==> src/rtl/audio_pkg.sv <==
// audio_pkg: shared FSM state type and scale constant for the GBA audio mixer.
package audio_pkg;
    typedef enum logic [1:0] {IDLE, ACCUM, SCALE, OUTPUT} state_e;
    localparam int SCALE_SHIFT = 3;
endpackage

==> src/rtl/audio_sat.sv <==
// audio_sat: saturates a signed IN_W value to the signed OUT_W range.
module audio_sat #(
    parameter int IN_W  = 32,
    parameter int OUT_W = 24
) (
    input  logic [IN_W-1:0]  d_i,
    output logic [OUT_W-1:0] q_o
);
    generate
        if (IN_W > OUT_W) begin : g_sat
            logic [IN_W-OUT_W:0] hi;
            assign hi  = d_i[IN_W-1:OUT_W-1];
            assign q_o = (&hi || ~|hi) ? d_i[OUT_W-1:0] : {d_i[IN_W-1], {(OUT_W-1){~d_i[IN_W-1]}}};
        end else begin : g_ext
            assign q_o = OUT_W'($signed(d_i));
        end
    endgenerate
endmodule

==> src/rtl/gba_audio_mixer.sv <==
// gba_audio_mixer: per-tick sequential mix of NUM_CH channels into a
// saturated, master-scaled stereo pair with a valid/ready output stage.
module gba_audio_mixer
    import audio_pkg::*;
#(
    parameter int NUM_CH = 6,
    parameter int IN_W   = 16,
    parameter int OUT_W  = 24
) (
    input  logic                   clk_100,
    input  logic                   reset,
    input  logic                   sample_tick,
    input  logic                   power_en,
    input  logic [NUM_CH*IN_W-1:0] ch_sample,
    input  logic [NUM_CH*4-1:0]    ch_vol,
    input  logic [NUM_CH-1:0]      ch_en_l,
    input  logic [NUM_CH-1:0]      ch_en_r,
    input  logic [2:0]             master_l,
    input  logic [2:0]             master_r,
    input  logic                   clr_overrun,
    output logic [OUT_W-1:0]       out_l,
    output logic [OUT_W-1:0]       out_r,
    output logic                   out_valid,
    input  logic                   out_ready,
    output logic                   overrun
);
    localparam int ACC_W = IN_W + 5 + $clog2(NUM_CH) + 3;
    localparam int PW    = IN_W + 5;
    localparam int SW    = ACC_W + 5;
    localparam int KW    = NUM_CH > 1 ? $clog2(NUM_CH) : 1;

    state_e                   state_q;
    logic [KW-1:0]            k_q;
    logic signed [ACC_W-1:0]  acc_l_q, acc_r_q;
    logic [NUM_CH*IN_W-1:0]   samp_q;
    logic [NUM_CH*4-1:0]      vol_q;
    logic [NUM_CH-1:0]        en_l_q, en_r_q;
    logic [2:0]               mst_l_q, mst_r_q;
    logic [OUT_W-1:0]         out_l_q, out_r_q;
    logic                     out_valid_q, overrun_q;

    logic signed [IN_W-1:0]   smp;
    logic [3:0]               vol;
    logic signed [PW-1:0]     prod;
    logic signed [ACC_W-1:0]  add_l, add_r;
    logic signed [SW-1:0]     sc_l, sc_r;
    logic [OUT_W-1:0]         sat_l, sat_r;

    assign smp   = samp_q[int'(k_q)*IN_W +: IN_W];
    assign vol   = vol_q[int'(k_q)*4 +: 4];
    assign prod  = PW'(smp) * PW'($signed({1'b0, vol}));
    assign add_l = en_l_q[k_q] ? ACC_W'(prod) : '0;
    assign add_r = en_r_q[k_q] ? ACC_W'(prod) : '0;
    // Master gain is (m+1)/8, so the multiplier spans 1..8 before the shift.
    assign sc_l  = (SW'(acc_l_q) * SW'($signed({2'b0, mst_l_q} + 5'd1))) >>> SCALE_SHIFT;
    assign sc_r  = (SW'(acc_r_q) * SW'($signed({2'b0, mst_r_q} + 5'd1))) >>> SCALE_SHIFT;

    audio_sat #(.IN_W(SW), .OUT_W(OUT_W)) u_sat_l (.d_i(sc_l), .q_o(sat_l));
    audio_sat #(.IN_W(SW), .OUT_W(OUT_W)) u_sat_r (.d_i(sc_r), .q_o(sat_r));

    always_ff @(posedge clk_100) begin
        if (reset) begin
            state_q     <= IDLE;
            k_q         <= '0;
            acc_l_q     <= '0;
            acc_r_q     <= '0;
            out_l_q     <= '0;
            out_r_q     <= '0;
            out_valid_q <= 1'b0;
            overrun_q   <= 1'b0;
        end else begin
            // A drop outranks a clear; ticks are only accepted in IDLE.
            overrun_q <= (sample_tick && state_q != IDLE) ? 1'b1 : clr_overrun ? 1'b0 : overrun_q;
            if (!power_en) begin
                state_q     <= IDLE;
                out_valid_q <= 1'b0;
                out_l_q     <= '0;
                out_r_q     <= '0;
            end else begin
                case (state_q)
                    IDLE: if (sample_tick) begin
                        samp_q  <= ch_sample;
                        vol_q   <= ch_vol;
                        en_l_q  <= ch_en_l;
                        en_r_q  <= ch_en_r;
                        mst_l_q <= master_l;
                        mst_r_q <= master_r;
                        acc_l_q <= '0;
                        acc_r_q <= '0;
                        k_q     <= '0;
                        state_q <= ACCUM;
                    end
                    ACCUM: begin
                        acc_l_q <= acc_l_q + add_l;
                        acc_r_q <= acc_r_q + add_r;
                        k_q     <= k_q + 1'b1;
                        if (k_q == KW'(NUM_CH - 1)) state_q <= SCALE;
                    end
                    SCALE: begin
                        out_l_q     <= sat_l;
                        out_r_q     <= sat_r;
                        out_valid_q <= 1'b1;
                        state_q     <= OUTPUT;
                    end
                    OUTPUT: if (out_ready) begin
                        out_valid_q <= 1'b0;
                        state_q     <= IDLE;
                    end
                    default: state_q <= IDLE;
                endcase
            end
        end
    end

    assign out_l     = out_l_q;
    assign out_r     = out_r_q;
    assign out_valid = out_valid_q;
    assign overrun   = overrun_q;
endmodule

==> config.mk <==
export PLATFORM = sky130hd
export DESIGN_NAME = gba_audio_mixer
export DESIGN_NICKNAME = d
export VERILOG_FILES = /design/src/rtl/audio_pkg.sv /design/src/rtl/audio_sat.sv /design/src/rtl/gba_audio_mixer.sv
export SDC_FILE = /design/constraint.sdc
export NUM_CORES = 1
export LEC_CHECK = 0
export CAP_MARGIN = 20
export CORE_AREA = 2 2 267 269
export DETAILED_ROUTE_END_ITERATION = 12
export DIE_AREA = 0 0 269 271
export GPL_TIMING_DRIVEN = 1
export PLACE_DENSITY = 0.57
export SLEW_MARGIN = 20
export SYNTH_ARGS = -nofsm -noshare
export SYNTH_HDL_FRONTEND = slang
export SYNTH_SLANG_ARGS = --single-unit
export TNS_END_PERCENT = 50
==> constraint.sdc <==
create_clock -name clk_100 -period 15.2 [get_ports clk_100]
set_input_delay 3.04 -clock clk_100 [delete_from_list [all_inputs] [get_ports clk_100]]
set_output_delay 3.04 -clock clk_100 [all_outputs]
set_load 0.05 [all_outputs]
==> qor.csv, run 1 <==
stage,metric,value,unit
die,start_util,31.8,%
cts,cts_buffer_depth,3,
critical_path,critical_path.slowest_cell,buf_4,
die,core_area,0.0698,sq mm
die,io_pins,194,
power,pwr_density_cell,70.9,mW/mm^2
final_layout,n_antenna_cell,0,
synthesis,syn_avg_cell_area,9.12,sq um
synthesis,synth_cell_types,84,
synthesis,synth_top_area_share,18.7,%
synthesis,yosys.area.top_type,edfxtp_1,
job,cap_violations,0,
power,pwr-share-clk,40.3,%
synthesis,syn_inst,2436,
cts,cts_tree,yes,
critical_path,cp-startpoint,k_q[0],
timing,slew_headroom,34.5,%
timing,rsz0062_at_grt,false,
placed_design,io_buffers,193,
global_route,grt_pass1_wl,92000,microns
drt,wl_met1,26200,microns
final_layout,drive_gt1_share,5.48,%
final_layout,area_growth,18.1,%
cts,path_clk_slew,70,ps
drt,dr.pass1.iters,5,
critical_path,cp.arrival,8850,ps
power,leakagePower,0.0115,uW
cts,numCtsBuffers,31,
synthesis,yosysWarnings,0,
power,ir_drop,0.0965,mV
power,p_sw_share,29.5,%
critical_path,path_class,reg -> reg,
timing,skew,28.3,ps
placed_design,place_congestion,0.898,
critical_path,worstRegToRegCells,29,
drt,wl,57300,microns
drt,vias_per_cell,4.92,
timing,clock.fmax,119,MHz
final_layout,layout.cells.most_common,inv_1,
power,p_switching,549,uW
die,die_w,269,microns
drt,wl_met2,27200,microns
power,p_int,1310,uW
drt,highest_layer,met4,
cts,cts_resized,0,
die,floorplan.rows,97,
critical_path,r2r_start,k_q[0],
min_path,worstHoldStart,out_r[4],
timing,layout_min_cycle_time,8400,ps
synthesis,yosysSeqAreaShare,28.5,%
placed_design,dp_hpwl,45800,microns
global_route,overflow,0,
global_route,grt_max_degree,87,
synthesis,synthTopCellsByArea,"edfxtp_1 19%, fa_1 13%, ha_1 12%",
die,die-area,0.0729,sq mm
timing,min_period_over_period,55.3,%
cts,insertion_delay,610,ps
global_route,grt_pass1_vias,17662,
drt,met3_length,2280,microns
synthesis,synthArstFlopShare,0,%
status,outcome,"complete, no violations",
drt,vias,17534,
cts,post-cts-setup-buffers,0,
timing,drv_slew,0,
critical_path,cpPeakStageDelay,630,ps
final_layout,final_nets,3102,
timing,final-hold-violation-count,0,
min_path,min_path_cells,2,
global_route,antenna_found_initial,1,
final_layout,nFillCells,6901,
synthesis,synth_edf_count,138,
critical_path,end_kind,register,
drt,drcViolationCount,0,
power,comb_power_share,20.5,%
timing,finalSetupViolCount,0,
global_route,grtUsageTotal,15.6,%
timing,tns,0,ps
critical_path,startpoint_type,register,
critical_path,cp.required,15640,ps
timing,worstMarginPinSlew,982,ps
synthesis,syn_area,0.0222,sq mm
critical_path,crit_path_max_fanout,47,
final_layout,layout_common_cells,"339 x inv_1, 212 x ha_1, 211 x nor2_1",
critical_path,crit_top_cell,a21oi_1,
timing,fin_hold_ws,460,ps
final_layout,final_util,37.6,%
die,die_y,271,microns
cts,cts_root_buf,clkbuf_16,
cts,cts_max_level,1,
power,sequentialPowerShare,39.2,%
min_path,hp-class,reg -> reg,
drt,ant_nets,0,
drt,drt_iter0_drc,842,
drt,wl_per_cell,16.1,microns
cts,hold_buffers,0,
cts,clock_sinks,247,
synthesis,syn-num-nets,2937,
synthesis,synth-seq-cells,247,
synthesis,yosys_most_used_dff,edfxtp_1,
-- cells in the mapped netlist, types with 11 or more instances --
cell type / count
a211oi_1: 16
a21o_1: 42
a21oi_1: 181
a22oi_1: 26
a31oi_1: 17
and2_1: 115
and3_1: 13
clkbuf_1: 70
dfxtp_1: 109
edfxtp_1: 138
fa_1: 145
ha_1: 212
inv_1: 339
mux2i_1: 29
mux4_2: 20
nand2_1: 189
nand2b_1: 23
nand3_1: 28
nand4_1: 12
nor2_1: 213
nor2b_1: 64
nor3_1: 24
o211ai_1: 27
o21ai_0: 73
o21bai_1: 25
o31ai_1: 11
or2_2: 12
xnor2_1: 73
xor2_1: 43
-- registers in the layout, indices dropped and copies added, names as in the netlist --
signal and flops:
overrun 1, out_valid 1, samp_q 96, mst_l_q 3, en_l_q 6, out_r 24
mst_r_q 3, vol_q 24, k_q 3, en_r_q 6, acc_l_q 27, out_l 24
acc_r_q 27, state_q 2
-- path summary, 6_finish.rpt --
check        slack (ps)           to
max                6800  acc_r_q[26]
min                 460     out_r[4]
max reg2reg        6800  acc_r_q[26]
min reg2reg         460     out_r[4]
-- critical path: cells and delay by family (launching register included) --
family	cells	cell delay, ps
compound gates	15	3590
xor+xnor	1	270
buf+inv	4	960
mux	2	810
simple gates	2	140
fa+ha+maj	5	2000
flops	1	360
-- layout make-up --
class	count	area, sq um	area share (%)
multi-input combinational	1765	14300	54.5
sequential	247	6330	24.1
clock inverter	20	189	0.721
timing repair buffer	216	2120	8.08
tap	940	1180	4.49
clock buffer	38	843	3.22
inverter	340	1280	4.87
-- layer usage --
layer  GRT usage, %  vias to the layer above
met1           20.9                     8454
met3           1.77                       73
met2           26.5                      396
met5              0                        -
met4           4.08                        0
li1               -                     8611
-- per-stage QoR --
step	std cells	instance area, sq um	power (uW)	setup slack (ps)
CTS	3564	26200	1890	6710
detailed placement	3506	25200	1120	6780
floorplan	2436	22200	1000	5420
finish	3566	26200	1860	6800
global route	3566	26200	1950	6050
global placement	3506	25200	1120	6930
-- cells by family (layout without fill, tap and decap cells) --
logic type | Yosys count | after routing | synth area share, %
adders and majority gates | 357 | 357 | 25.0
AOI/OAI and AO/OA | 505 | 505 | 15.0
buffers and inverters | 424 | 614 | 7.32
and+or+nand+nor | 735 | 735 | 16.1
muxes | 52 | 52 | 3.50
DFF | 247 | 247 | 28.5
xor gates and xnor gates | 116 | 116 | 4.57
-- power by group through the flow --
stage | Clock [uW] | Combinational, uW | Sequential (uW)
after CTS | 774 | 383 | 729
after floorplan | 0 | 258 | 744
after global placement | 0 | 375 | 743
after detailed placement | 0 | 380 | 744
after global routing | 796 | 427 | 730
final | 750 | 382 | 729
No activity file was read; power rests on OpenSTA's default activity.
==> run 2, diff against run 1 <==
PLACE_DENSITY = 0.59   (was 0.57)
clock period = 7.5 ns   (was 15.2 ns; I/O delays follow)
==> run 2 against run 1 <==
Core utilization increased by 0.78 points. Die area unchanged. Global-route usage decreased by 0.30 points. Power increased by 110%. Register-to-register slack got worse by 6400 ps. Maximum frequency increased by 19%. Critical endpoint is now acc_l_q[24]. Setup slack got worse by 6400 ps.
==> qor.csv, run 2 (same netlist as run 1, synthesis figures left out) <==
stage,metric,value,unit,change
status,outcome,"complete, no violations",,
drt,drcViolationCount,0,,unchanged
critical_path,cp.required,8000,ps,-7640 ps
final_layout,drive_gt1_share,7.84,%,+2.4 points
die,floorplan.rows,97,,unchanged
final_layout,final_nets,3140,,+1.2%
critical_path,critical_path.slowest_cell,fa_1,,
timing,tns,0,ps,unchanged
global_route,antenna_found_initial,0,,-1
placed_design,place_ws,44.9,ps,-6730 ps
die,die_y,271,microns,unchanged
final_layout,largest_reg_flops,96,,unchanged
min_path,worstHoldStart,out_r[15],,
critical_path,cpPeakStageDelay,540,ps,-90 ps
placed_design,place_congestion,0.857,,-4.6%
cts,cts_tree,yes,,
power,p_switching,1150,uW,+110%
critical_path,startpoint_type,register,,
final_layout,n_antenna_cell,0,,unchanged
cts,cts_root_buf,clkbuf_16,,
critical_path,crit_path_max_fanout,12,,-74%
critical_path,path_class,reg -> reg,,
min_path,min_to,out_r[15],,
critical_path,cp.arrival,7580,ps,-1270 ps
critical_path,end_kind,register,,
job,cap_violations,0,,unchanged
placed_design,io_buffers,193,,unchanged
drt,wl_per_cell,15.5,microns,-3.3%
timing,skew,25.0,ps,-3.26 ps
drt,ant_nets,0,,unchanged
drt,wl,56000,microns,-2.3%
power,leakagePower,0.0117,uW,+2.2%
power,comb_power_share,20.2,%,-0.3 points
timing,layout_min_cycle_time,7080,ps,-1320 ps
power,ir_drop,0.165,mV,+71%
final_layout,layout_common_cells,"339 x inv_1, 212 x ha_1, 211 x nor2_1",,
drt,vias,17209,,-1.9%
drt,drt_iter0_drc,840,,-0.24%
cts,clock_sinks,247,,unchanged
global_route,overflow,0,,unchanged
global_route,grt_pass1_wl,89800,microns,-2.4%
cts,insertion_delay,560,ps,-50 ps
final_layout,reg.largest.list,"samp_q x96, acc_l_q x27, acc_r_q x27",,
critical_path,worstRegToRegCells,28,,-3.4%
timing,clock.fmax,141,MHz,+19%
placed_design,dp_hpwl,44300,microns,-3.1%
final_layout,regMostFlops,samp_q,,
cts,numCtsBuffers,35,,+13%
timing,slew_headroom,23.6,%,-11 points
power,sequentialPowerShare,37.4,%,-1.8 points
timing,fin_ws,419,ps,-6380 ps
global_route,grt_pass1_vias,16878,,-4.4%
timing,min_period_over_period,94.4,%,+39 points
critical_path,r2r_end,acc_l_q[24],,
timing,final-hold-violation-count,0,,unchanged
timing,drv_slew,0,,unchanged
final_layout,area_growth,20.5,%,
cts,path_clk_slew,60,ps,about the same
die,io_pins,194,,unchanged
timing,fin_hold_ws,452,ps,-7.98 ps
critical_path,ff2ff_setup_slack,420,ps,-6380 ps
final_layout,layout.cells.most_common,inv_1,,
cts,hold_buffers,0,,unchanged
drt,vias_per_cell,4.77,,-2.9%
power,p_int,2800,uW,+110%
power,pwr_density_cell,148,mW/mm^2,+110%
die,die-area,0.0729,sq mm,unchanged
global_route,grtUsageTotal,15.3,%,-0.30 points
min_path,hp-class,reg -> reg,,
die,die_w,269,microns,unchanged
power,pwr-share-clk,42.4,%,+2.1 points
die,start_util,31.8,%,unchanged
cts,cts_max_level,2,,+1
die,core_area,0.0698,sq mm,unchanged
timing,finalSetupViolCount,0,,unchanged
final_layout,nFillCells,6995,,+1.4%
drt,dr.pass1.iters,5,,unchanged
global_route,grt_max_degree,139,,+60%
timing,worstMarginPinSlew,1150,ps,+164 ps
cts,cts_buffer_depth,3,,unchanged
min_path,min_path_cells,2,,unchanged
critical_path,r2r_start,k_q[0],,
power,p_sw_share,29.2,%,-0.32 points
==> run 2: metal layers <==
layer,track usage (%),up-vias,share of wire [%]
met3,2.22,66,3.9
met4,3.22,0,1.8
met2,25.1,324,46
li1,-,8695,-
met5,0,-,0
met1,21.3,8124,48
==> run 2: worst max-delay path by stage <==
stage,startpoint,end,slack [ps]
floorplan,k_q[0],acc_r_q[26],-340
global placement,k_q[0],acc_l_q[24],160
detailed placement,k_q[0],acc_l_q[24],40
CTS,k_q[0],acc_l_q[24],10
global route,k_q[0],acc_r_q[26],-8
finish,k_q[0],acc_l_q[24],420
==> run 2: cell type report <==
cell class | instances | area (sq um) | share of cell area, %
multi-input combinational | 1765 | 14400 | 53.9
sequential | 247 | 6330 | 23.7
timing repair buffer | 250 | 2390 | 8.94
inverter | 340 | 1280 | 4.77
tap | 940 | 1180 | 4.39
clock buffer | 39 | 911 | 3.40
clock inverter | 24 | 255 | 0.954
==> run 2: power by group through the flow <==
| stage | clock [uW] | sequential [uW] | combinational [uW] |
|---|---|---|---|
| 2_1_floorplan | 0 | 1510 | 524 |
| 3_3_place_gp | 0 | 1510 | 767 |
| 3_5_place_dp | 0 | 1510 | 768 |
| 4_1_cts | 1730 | 1480 | 772 |
| 5_1_grt | 1780 | 1480 | 887 |
| 6_report | 1680 | 1480 | 797 |
==> run 2: metrics by stage <==
| step | util (%) | total power [uW] | std cells | cell area [sq um] |
|---|---|---|---|---|
| 4_1_cts | 38.1 | 3980 | 3597 | 26600 |
| 3_3_place_gp | 36.4 | 2270 | 3534 | 25400 |
| 3_5_place_dp | 36.4 | 2270 | 3534 | 25400 |
| 2_1_floorplan | - | 2030 | 2436 | 22200 |
| 6_report | 38.4 | 3950 | 3605 | 26800 |
| 5_1_grt | 38.4 | 4150 | 3605 | 26800 |
==> run 2: what timing repair did <==
action                                 4_1_cts  5_1_grt
setup endpoints to repair                    0       19
endpoints found under the hold margin        0        0
resized for setup                            0       32
setup buffers                                0        8
==> run 2: critical path, delay by kind of cell (launching register included) <==
kind	cells	cell delay [ps]
buffers and inverters	4	440
and+or+nand+nor	10	2090
AOI/OAI and AO/OA	7	1210
muxes	1	510
xor gates and xnor gates	1	240
DFF	1	420
adders and majority gates	5	2080
==> run 3, diff against run 2 <==
REMOVE_ABC_BUFFERS = 1   (was default)
==> run 3 against run 2 <==
Highest routed layer is now met5. Power fell by 2.5%. Die area unchanged. Clock skew down 9.3 ps. Cell count is 0.19% higher.
==> qor.csv, run 3 (same netlist as run 1, synthesis figures left out) <==
stage,metric,value,unit,change
timing,skew,15.7,ps,-9.35 ps
min_path,hp-class,reg -> reg,,
final_layout,layout.cells.most_common,inv_1,,
final_layout,reg.largest.list,"samp_q x96, acc_l_q x27, acc_r_q x27",,
final_layout,fin_cells,3612,,+0.19%
die,floorplan.rows,97,,unchanged
job,cap_violations,0,,unchanged
cts,numCtsBuffers,35,,unchanged
timing,tns,0,ps,unchanged
status,outcome,"complete, no violations",,
final_layout,layout_common_cells,"339 x inv_1, 211 x nor2_1, 211 x ha_1",,
drt,ant_nets,0,,unchanged
critical_path,cpPeakStageDelay,520,ps,-20 ps
global_route,grtUsageTotal,15.7,%,+0.42 points
critical_path,crit_buf_inv,8,,+4
critical_path,crit_path_max_fanout,12,,unchanged
global_route,top_usage_layer,met2,,
final_layout,largest_reg_flops,96,,unchanged
timing,final-hold-violation-count,0,,unchanged
drt,drt_iter0_drc,881,,+4.9%
critical_path,end_kind,register,,
cts,cts_tree,yes,,
timing,layout_min_cycle_time,7050,ps,-27.7 ps
global_route,antenna_found_initial,1,,+1
drt,vias_per_cell,4.74,,-0.64%
global_route,grt_use_met3,2.56,%,+0.34 points
critical_path,ff2ff_setup_slack,450,ps,+30 ps
drt,dr.pass1.iters,5,,unchanged
global_route,grt_pass1_vias,17178,,+1.8%
final_layout,area_growth,20.3,%,
die,io_pins,194,,unchanged
global_route,grt_max_degree,122,,-12%
die,core_area,0.0698,sq mm,unchanged
die,die_w,269,microns,unchanged
placed_design,place_congestion,0.845,,-1.4%
cts,hold_buffers,0,,unchanged
global_route,grt_use_met2,25.6,%,+0.56 points
die,die_y,271,microns,unchanged
critical_path,worstRegToRegCells,31,,+11%
timing,min_period_over_period,94.0,%,-0.37 points
placed_design,io_buffers,193,,unchanged
drt,drcViolationCount,0,,unchanged
critical_path,critical_path.slowest_cell,fa_1,,
timing,slew_headroom,28.6,%,+5.0 points
cts,clock_sinks,247,,unchanged
timing,worstMarginPinSlew,1070,ps,-75.4 ps
drt,wl_per_cell,15.7,microns,+0.99%
final_layout,regMostFlops,samp_q,,
cts,path_clk_slew,60,ps,about the same
critical_path,cp.required,7910,ps,-90 ps
die,die-area,0.0729,sq mm,unchanged
global_route,overflow,0,,unchanged
cts,cts_root_buf,clkbuf_16,,
critical_path,crit_cells,31,,+11%
power,pwr_density_cell,144,mW/mm^2,-2.3%
final_layout,n_antenna_cell,0,,unchanged
critical_path,cp.arrival,7460,ps,-120 ps
drt,wl,56600,microns,+1.2%
die,start_util,31.8,%,unchanged
global_route,grt_pass1_wl,92000,microns,+2.5%
placed_design,placed_cells,3542,,+0.23%
power,ir_drop,0.136,mV,-17%
final_layout,final_nets,3147,,+0.22%
critical_path,path_class,reg -> reg,,
cts,cts_buffer_depth,3,,unchanged
final_layout,nFillCells,7059,,+0.91%
timing,finalSetupViolCount,0,,unchanged
final_layout,drive_gt1_share,7.75,%,-0.095 points
global_route,gr-usage-met1,21.4,%,+0.13 points
critical_path,crit_family,compound AO/OA/AOI/OAI gates,,
placed_design,dp_hpwl,45100,microns,+1.7%
cts,cts_max_level,2,,unchanged
drt,vias,17132,,-0.45%
critical_path,startpoint_type,register,,
cts,insertion_delay,550,ps,about the same
min_path,min_path_cells,2,,unchanged
timing,drv_slew,0,,unchanged
timing,clock.fmax,142,MHz,+0.39%
power,leakagePower,0.0117,uW,-0.12%
run 3: worst min-delay path: stages (launching register included):
cell,delay [ps]
dfxtp_1,320
nand2_1,40
o21ai_0,50
run 3: final cells by class:
class	instances	area, sq um	share of cell area, %
multi-input cells	1765	14400	53.9
flip-flops and latches	247	6330	23.7
repair buffers	257	2440	9.13
inverters	340	1280	4.78
well taps	940	1180	4.40
clock buffers	46	958	3.59
clock inverters	17	131	0.492
run 3: what timing repair did:
item                       in CTS  in global routing
buffers inserted                0                  7
setup endpoints to repair       0                 16
resized for setup               0                 28
run 3: path summary, 6_finish.rpt:
path / from / end
max: k_q[0] / acc_l_q[25]
min: out_r[3] / out_r[3]
max reg2reg: k_q[0] / acc_l_q[25]
min reg2reg: out_r[3] / out_r[3]
run 3: power by group:
part	switching [uW]	total, uW	leakage, uW	internal (uW)
sequential	16.0	1480	0.00214	1460
combinational	457	794	0.00905	337
clock	666	1580	0.000527	916
total	1140	3850	0.0117	2710
run 3: through the flow:
stage | hold slack (ps) | utilization, % | power (uW) | instance area, sq um | setup WS, ps
floorplan | 459 | - | 2020 | 21900 | -1310
global placement | 436 | 36.5 | 2280 | 25400 | 212
detailed placement | 442 | 36.5 | 2280 | 25400 | 99.1
CTS | 454 | 38.0 | 3890 | 26500 | 84.2
global route | 478 | 38.3 | 4050 | 26700 | -12.1
finish | 447 | 38.3 | 3850 | 26700 | 447
run 3: layer usage:
layer	up-vias	part of all wire (%)	wire, microns
met4	2	2.3	1280
met5	-	0.014	8
met1	8066	47	26800
met3	69	4.3	2440
li1	8696	-	-
met2	299	46	26100
==> edit 1, RTL diff (config.mk and constraints of run 2) <==
Encoding of `state_e`: now one-hot (4 bits for 4 states).
--- a/src/rtl/audio_pkg.sv
+++ b/src/rtl/audio_pkg.sv
@@ -1,6 +1,6 @@
 // audio_pkg: shared FSM state type and scale constant for the GBA audio mixer.
 package audio_pkg;
-    typedef enum logic [1:0] {IDLE, ACCUM, SCALE, OUTPUT} state_e;
+    typedef enum logic [3:0] {IDLE = 4'b0001, ACCUM = 4'b0010, SCALE = 4'b0100, OUTPUT = 4'b1000} state_e;
     localparam int SCALE_SHIFT = 3;
 endpackage
 
Check against the original RTL: same outputs for any inputs over 4 cycles, from zero or initial values and one cycle with reset high; so few cycles prove little.
==> edit 1 against run 2 <==
Design area is 0.21% lower; final cell count grew 0.61%; routed wire length is 0.95% lower; count of clock-buffer cells in the layout down 2; worst hold slack better by 0.0081 ns; area after synthesis rose by 1.3%; total power down 3.8%; fmax is 0.62% lower; sequential cell count up 2; worst setup slack worse by 0.044 ns.
==> edit 1: results (changes against run 2) <==
stage,metric,value,unit,change
cts,total CTS buffers,31,,-11%
pwr,maximum VDD drop,177,uV,+7.1%
layout,share of cells above drive strength 1,0.0681,,-0.0103
detailed_routing,final WL,55.4,mm,-0.95%
logic_synthesis,post-synthesis compound-gate area fraction,0.155,,+0.00535
place,gp weighted congestion,0.889,,+3.7%
logic_synthesis,"Distinct cells, synth",87,,+3.6%
logic_synthesis,Post-Synth XOR/XNOR Area,0.0448,,-0.000965
timing,worst-margin pin slew,1.00,ns,-0.142 ns
place,placed instance area,0.0256,sq mm,+0.87%
logic_synthesis,register area share after synthesis,0.283,,-0.00180
detailed_routing,DRT iter0 DRCs,937,,+12%
setup_path,Max Fanout on Critical Path,16,,+4
layout,Final nets,3160,,+0.64%
logic_synthesis,"top cells by area, synth","edfxtp_1 (18%), fa_1 (13%), ha_1 (12%)",,
setup_path,critical path arrival,7.62,ns,+0.04 ns
place,Cells after DPL,3569,,+0.99%
logic_synthesis,mux cell area share after synthesis,0.0343,,-0.000718
setup_path,r2r setup slk,0.38,ns,-0.04 ns
cts,CTS H-tree depth,1,,-1
setup_path,CP max stage cell,mux4_2,,
cts,clk_lat worst skew,0.58,ns,+0.02 ns
detailed_routing,vias per inst,4.81,,+0.80%
setup_path,Reg2Reg Depth,30,,+7.1%
detailed_routing,Vias,17500,,+1.4%
min_path,hold endpoint,out_l[4]$_SDFFE_PP0P_,,
global_route,largest net degree at the start of global routing,77,,-45%
logic_synthesis,post-synthesis adder-cell area fraction,0.245,,-0.00537
place,DP HPWL,44.7,mm,+0.73%
min_path,beginning of the worst hold path,out_l[4]$_SDFFE_PP0P_,,
status,status,"finished, final reports clean",,
logic_synthesis,cells after synthesis,2483,,+1.9%
setup_path,R2R Path End,acc_r_q[26]$_SDFFE_PP0P_,,
logic_synthesis,Synth top cells by count,"inv_1 (330), nor2_1 (263), ha_1 (208)",,
pwr,Leak,11.7,nW,about the same
==> edit 1: layer usage <==
metal	part of all wire	up-vias	GRT usage
met5	0	-	0
met4	0.014	0	0.0265
met3	0.032	34	0.0170
met2	0.47	240	0.253
met1	0.49	8331	0.215
li1	-	8848	-
==> edit 1: worst max path at each step <==
stage / start / endpoint / slack, ns / cells after the start
finish: k_q[0]$_SDFFE_PP0P_ / acc_r_q[26]$_SDFFE_PP0P_ / 0.38 / 30
CTS: k_q[0]$_SDFFE_PP0P_ / acc_r_q[26]$_SDFFE_PP0P_ / 0.06 / 30
floorplan: k_q[0]$_SDFFE_PP0P_ / acc_r_q[26]$_SDFFE_PP0P_ / -0.43 / 34
global placement: k_q[0]$_SDFFE_PP0P_ / acc_r_q[26]$_SDFFE_PP0P_ / 0.17 / 30
global route: k_q[0]$_SDFFE_PP0P_ / acc_r_q[26]$_SDFFE_PP0P_ / -0.04 / 29
detailed placement: k_q[0]$_SDFFE_PP0P_ / acc_r_q[26]$_SDFFE_PP0P_ / -0.09 / 30
==> edit 1: worst max-delay path, delay by kind of cell (launching register included) <==
family,cells,cell delay [ns]
fa+ha+maj,5,2.01
simple gates,11,1.51
buf+inv,3,0.29
xor+xnor,1,0.20
mux,1,0.54
flops,1,0.45
compound gates,9,2.04
==> edit 1: layout make-up <==
type	count	area (sq um)
fill	7077	43100
multi-input combinational	1810	14600
sequential	249	6370
timing repair buffer	241	2320
inverter	330	1240
tap	940	1180
clock buffer	37	798
clock inverter	20	178
==> edit 1: logic make-up after synthesis <==
family | Yosys count
AO/OA/AOI/OAI | 535
XOR/XNOR | 115
adder cells (fa/ha/maj) | 353
buffers and inverters | 424
flip-flops | 249
multiplexers | 52
AND/OR/NAND/NOR | 755
==> edit 1: through the flow <==
stage / TNS (ns) / power, mW / worst slack (ns) / utilization
final: 0 / 3.80 / 0.375 / 0.383
after global routing: -0.0519 / 4.03 / -0.0406 / 0.383
after CTS: 0 / 3.85 / 0.0629 / 0.381
after detailed placement: -0.0918 / 2.40 / -0.0918 / 0.367
after global placement: 0 / 2.39 / 0.174 / 0.367
after floorplan: -0.492 / 2.13 / -0.432 / -
==> edit 1: what timing repair did <==
action / CTS / global route
resized for setup: 3 / 22
setup buffers: 0 / 1
hold buffers: 0 / 0
endpoints found under the setup margin: 1 / 12
pin swaps: 0 / 2
==> edit 1: where the power goes <==
| group | internal, mW | leakage (nW) | switching [mW] |
|---|---|---|---|
| clock | 0.829 | 0.457 | 0.598 |
| sequential | 1.47 | 2.16 | 0.0171 |
| combinational | 0.373 | 9.11 | 0.511 |
| total | 2.68 | 11.7 | 1.13 |
==> edit 2, RTL diff (flow settings as in run 2) <==
Made on the original files. Change the parameter `NUM_CH` from 6 to 12.
--- a/src/rtl/gba_audio_mixer.sv
+++ b/src/rtl/gba_audio_mixer.sv
@@ -3,7 +3,7 @@
 module gba_audio_mixer
     import audio_pkg::*;
 #(
-    parameter int NUM_CH = 6,
+    parameter int NUM_CH = 12,
     parameter int IN_W   = 16,
     parameter int OUT_W  = 24
 ) (
Interface: changed (resized ch_en_l, ch_en_r, ch_sample and ch_vol); port bits go from 194 to 326. The function was not compared with the original's and may differ.
==> edit 2 against run 2 <==
Sequential cell count increased by 135; clock power rose by 33%; total power grew 38%; clock skew down 0.00065 ns; combinational power up 12%; sequential share of layout area up 6.5 points; utilization grew 11 points; design area rose by 28%; routed wire length is 31% higher; area after synthesis up 26%; worst setup slack worse by 0.023 ns; first-iteration DRC count up 56%; count of clock-buffer cells in the layout grew 19; critical path type unchanged; largest cell class unchanged; highest routed layer is now met5.
==> edit 2: results (changes against run 2) <==
stage,metric,value,unit,change
cts,clk_lat worst skew,0.60,ns,+0.04 ns
timing,Worst slew margin,0.346,,+0.110
logic_synthesis,"Distinct cells, synth",87,,+3.6%
detailed_routing,final WL,73.1,mm,+31%
logic_synthesis,Syn Nets,3346,,+14%
min_path,hold endpoint,out_l[15]$_SDFFE_PP0P_,,
layout,fin cells,4026,,+12%
layout,Final nets,3685,,+17%
place,IO buf count,325,,+68%
setup_path,max incr delay on CP,0.54,ns,about the same
min_path,beginning of the worst hold path,out_l[15]$_SDFFE_PP0P_,,
setup_path,r2r setup slk,0.40,ns,-0.02 ns
pwr,maximum VDD drop,163,uV,-1.1%
logic_synthesis,Synth top cells by count,"inv_1 (338), edfxtp_1 (270), nor2_1 (219)",,
timing,clk_skew,0.0244,ns,-0.000646 ns
setup_path,Max Fanout on Critical Path,6,,-6
logic_synthesis,Yosys warning count,0,,unchanged
setup_path,CP max stage cell,or4_4,,
detailed_routing,Metal-1 WL,32.1,mm,+19%
layout,Largest regs,"samp_q x192, vol_q x48",,
place,placed instance area,0.0326,sq mm,+28%
cts,total CTS buffers,46,,+31%
place,pre-CTS WS,0.113,ns,+0.0681 ns
place,Cells after DPL,3932,,+11%
logic_synthesis,"top cells by area, synth","edfxtp_1 (29%), fa_1 (11%), ha_1 (9.6%)",,
detailed_routing,DR top layer,met5,,
place,gp weighted congestion,0.902,,+5.3%
min_path,hold path depth,2,,unchanged
setup_path,R2R Path End,acc_r_q[24]$_SDFFE_PP0P_,,
detailed_routing,DR WL met3,3.48,mm,+60%
detailed_routing,Vias,20900,,+22%
logic_synthesis,register area share after synthesis,0.369,,+0.0841
global_route,vias in the first global route,21500,,+27%
setup_path,Reg2Reg Depth,31,,+11%
global_route,antenna violations before repair,6,,+6
detailed_routing,DRT iter0 DRCs,1309,,+56%
global_route,first-pass GRT wire length,116,mm,+29%
cts,CTS H-tree depth,2,,unchanged
setup_path,critical path arrival,7.60,ns,+0.02 ns
global_route,largest net degree at the start of global routing,158,,+14%
pwr,Leak,14.4,nW,+22%
detailed_routing,met2 wire length,36.2,mm,+40%
detailed_routing,DRT Pass-1 Iters,7,,+2
logic_synthesis,Mean Syn Cell Area,10.4,sq um,+14%
status,status,"finished, final reports clean",,
timing,hold slack,0.465,ns,+0.0133 ns
place,DP HPWL,58.1,mm,+31%
setup_path,crit path kind,reg -> reg,,
layout,share of cells above drive strength 1,0.0963,,+0.0179
logic_synthesis,ys async rst share,0,,unchanged
global_route,total track usage,0.200,,+0.0469
min_path,Min-Delay Path Class,reg -> reg,,
cts,"Reg clk slew, reported paths",0.06,ns,about the same
logic_synthesis,number of flops mapped to enable cells by yosys,270,,+96%
edit 2: changes by cell type in the layout (fill, tap and decap cells not counted), moves of 17 or more:
cell,change
nand2_1,-17
mux4_2,+42
o211ai_2,+21
edfxtp_1,+132
nand3_1,+17
clkdlybuf4s50_1,+132
a221o_1,+20
edit 2: kinds of logic after synthesis:
family / count (synthesis) / share of synthesized area
buf+inv: 449 / 0.0629
compound gates: 519 / 0.128
fa+ha+maj: 364 / 0.202
simple gates: 793 / 0.142
mux: 91 / 0.0625
xor+xnor: 108 / 0.0337
flops: 382 / 0.369
edit 2: worst max-delay path, delay by kind of cell, from the launching register on:
family                   cells  cell delay [ns]
multiplexers                 2             0.65
flip-flops                   1             0.39
buffers and inverters        4             0.46
AND/OR/NAND/NOR              5             0.83
AO/OA/AOI/OAI               14             2.81
XOR/XNOR                     1             0.22
adder cells (fa/ha/maj)      5             1.67
edit 2: what timing repair did:
action	in CTS	in global routing
endpoints found under the setup margin	0	16
gates resized for setup	0	30
setup buffers	0	4
hold buffers	0	0
endpoints found under the hold margin	0	0
edit 2: worst max-delay path by stage:
stage	slack [ns]	endpoint	depth (start not counted)
after floorplan	-0.07	acc_l_q[20]$_SDFFE_PP0P_	35
after global placement	0.23	acc_r_q[22]$_SDFFE_PP0P_	30
after detailed placement	0.11	acc_r_q[22]$_SDFFE_PP0P_	30
after CTS	0.07	acc_r_q[22]$_SDFFE_PP0P_	32
after global routing	-0.05	acc_r_q[24]$_SDFFE_PP0P_	31
final	0.40	acc_r_q[24]$_SDFFE_PP0P_	31
edit 2: metal layers:
layer / vias up / track usage
li1: 10200 / -
met1: 10200 / 0.265
met2: 468 / 0.342
met3: 81 / 0.0310
met4: 4 / 0.0449
met5: - / 0
edit 2: area by class of cell:
class | count | area (sq um)
fillers | 6296 | 35500
inverters | 338 | 1270
clock buffers | 58 | 1240
flip-flops and latches | 382 | 10400
repair buffers | 402 | 3920
multi-input cells | 1875 | 16100
diodes | 3 | 7.51
well taps | 940 | 1180
clock inverters | 28 | 292
edit 2: power by group:
| part | internal (mW) | switching (mW) |
|---|---|---|
| Sequential | 2.32 | 0.0236 |
| Clock | 1.29 | 0.945 |
| Combinational | 0.406 | 0.484 |
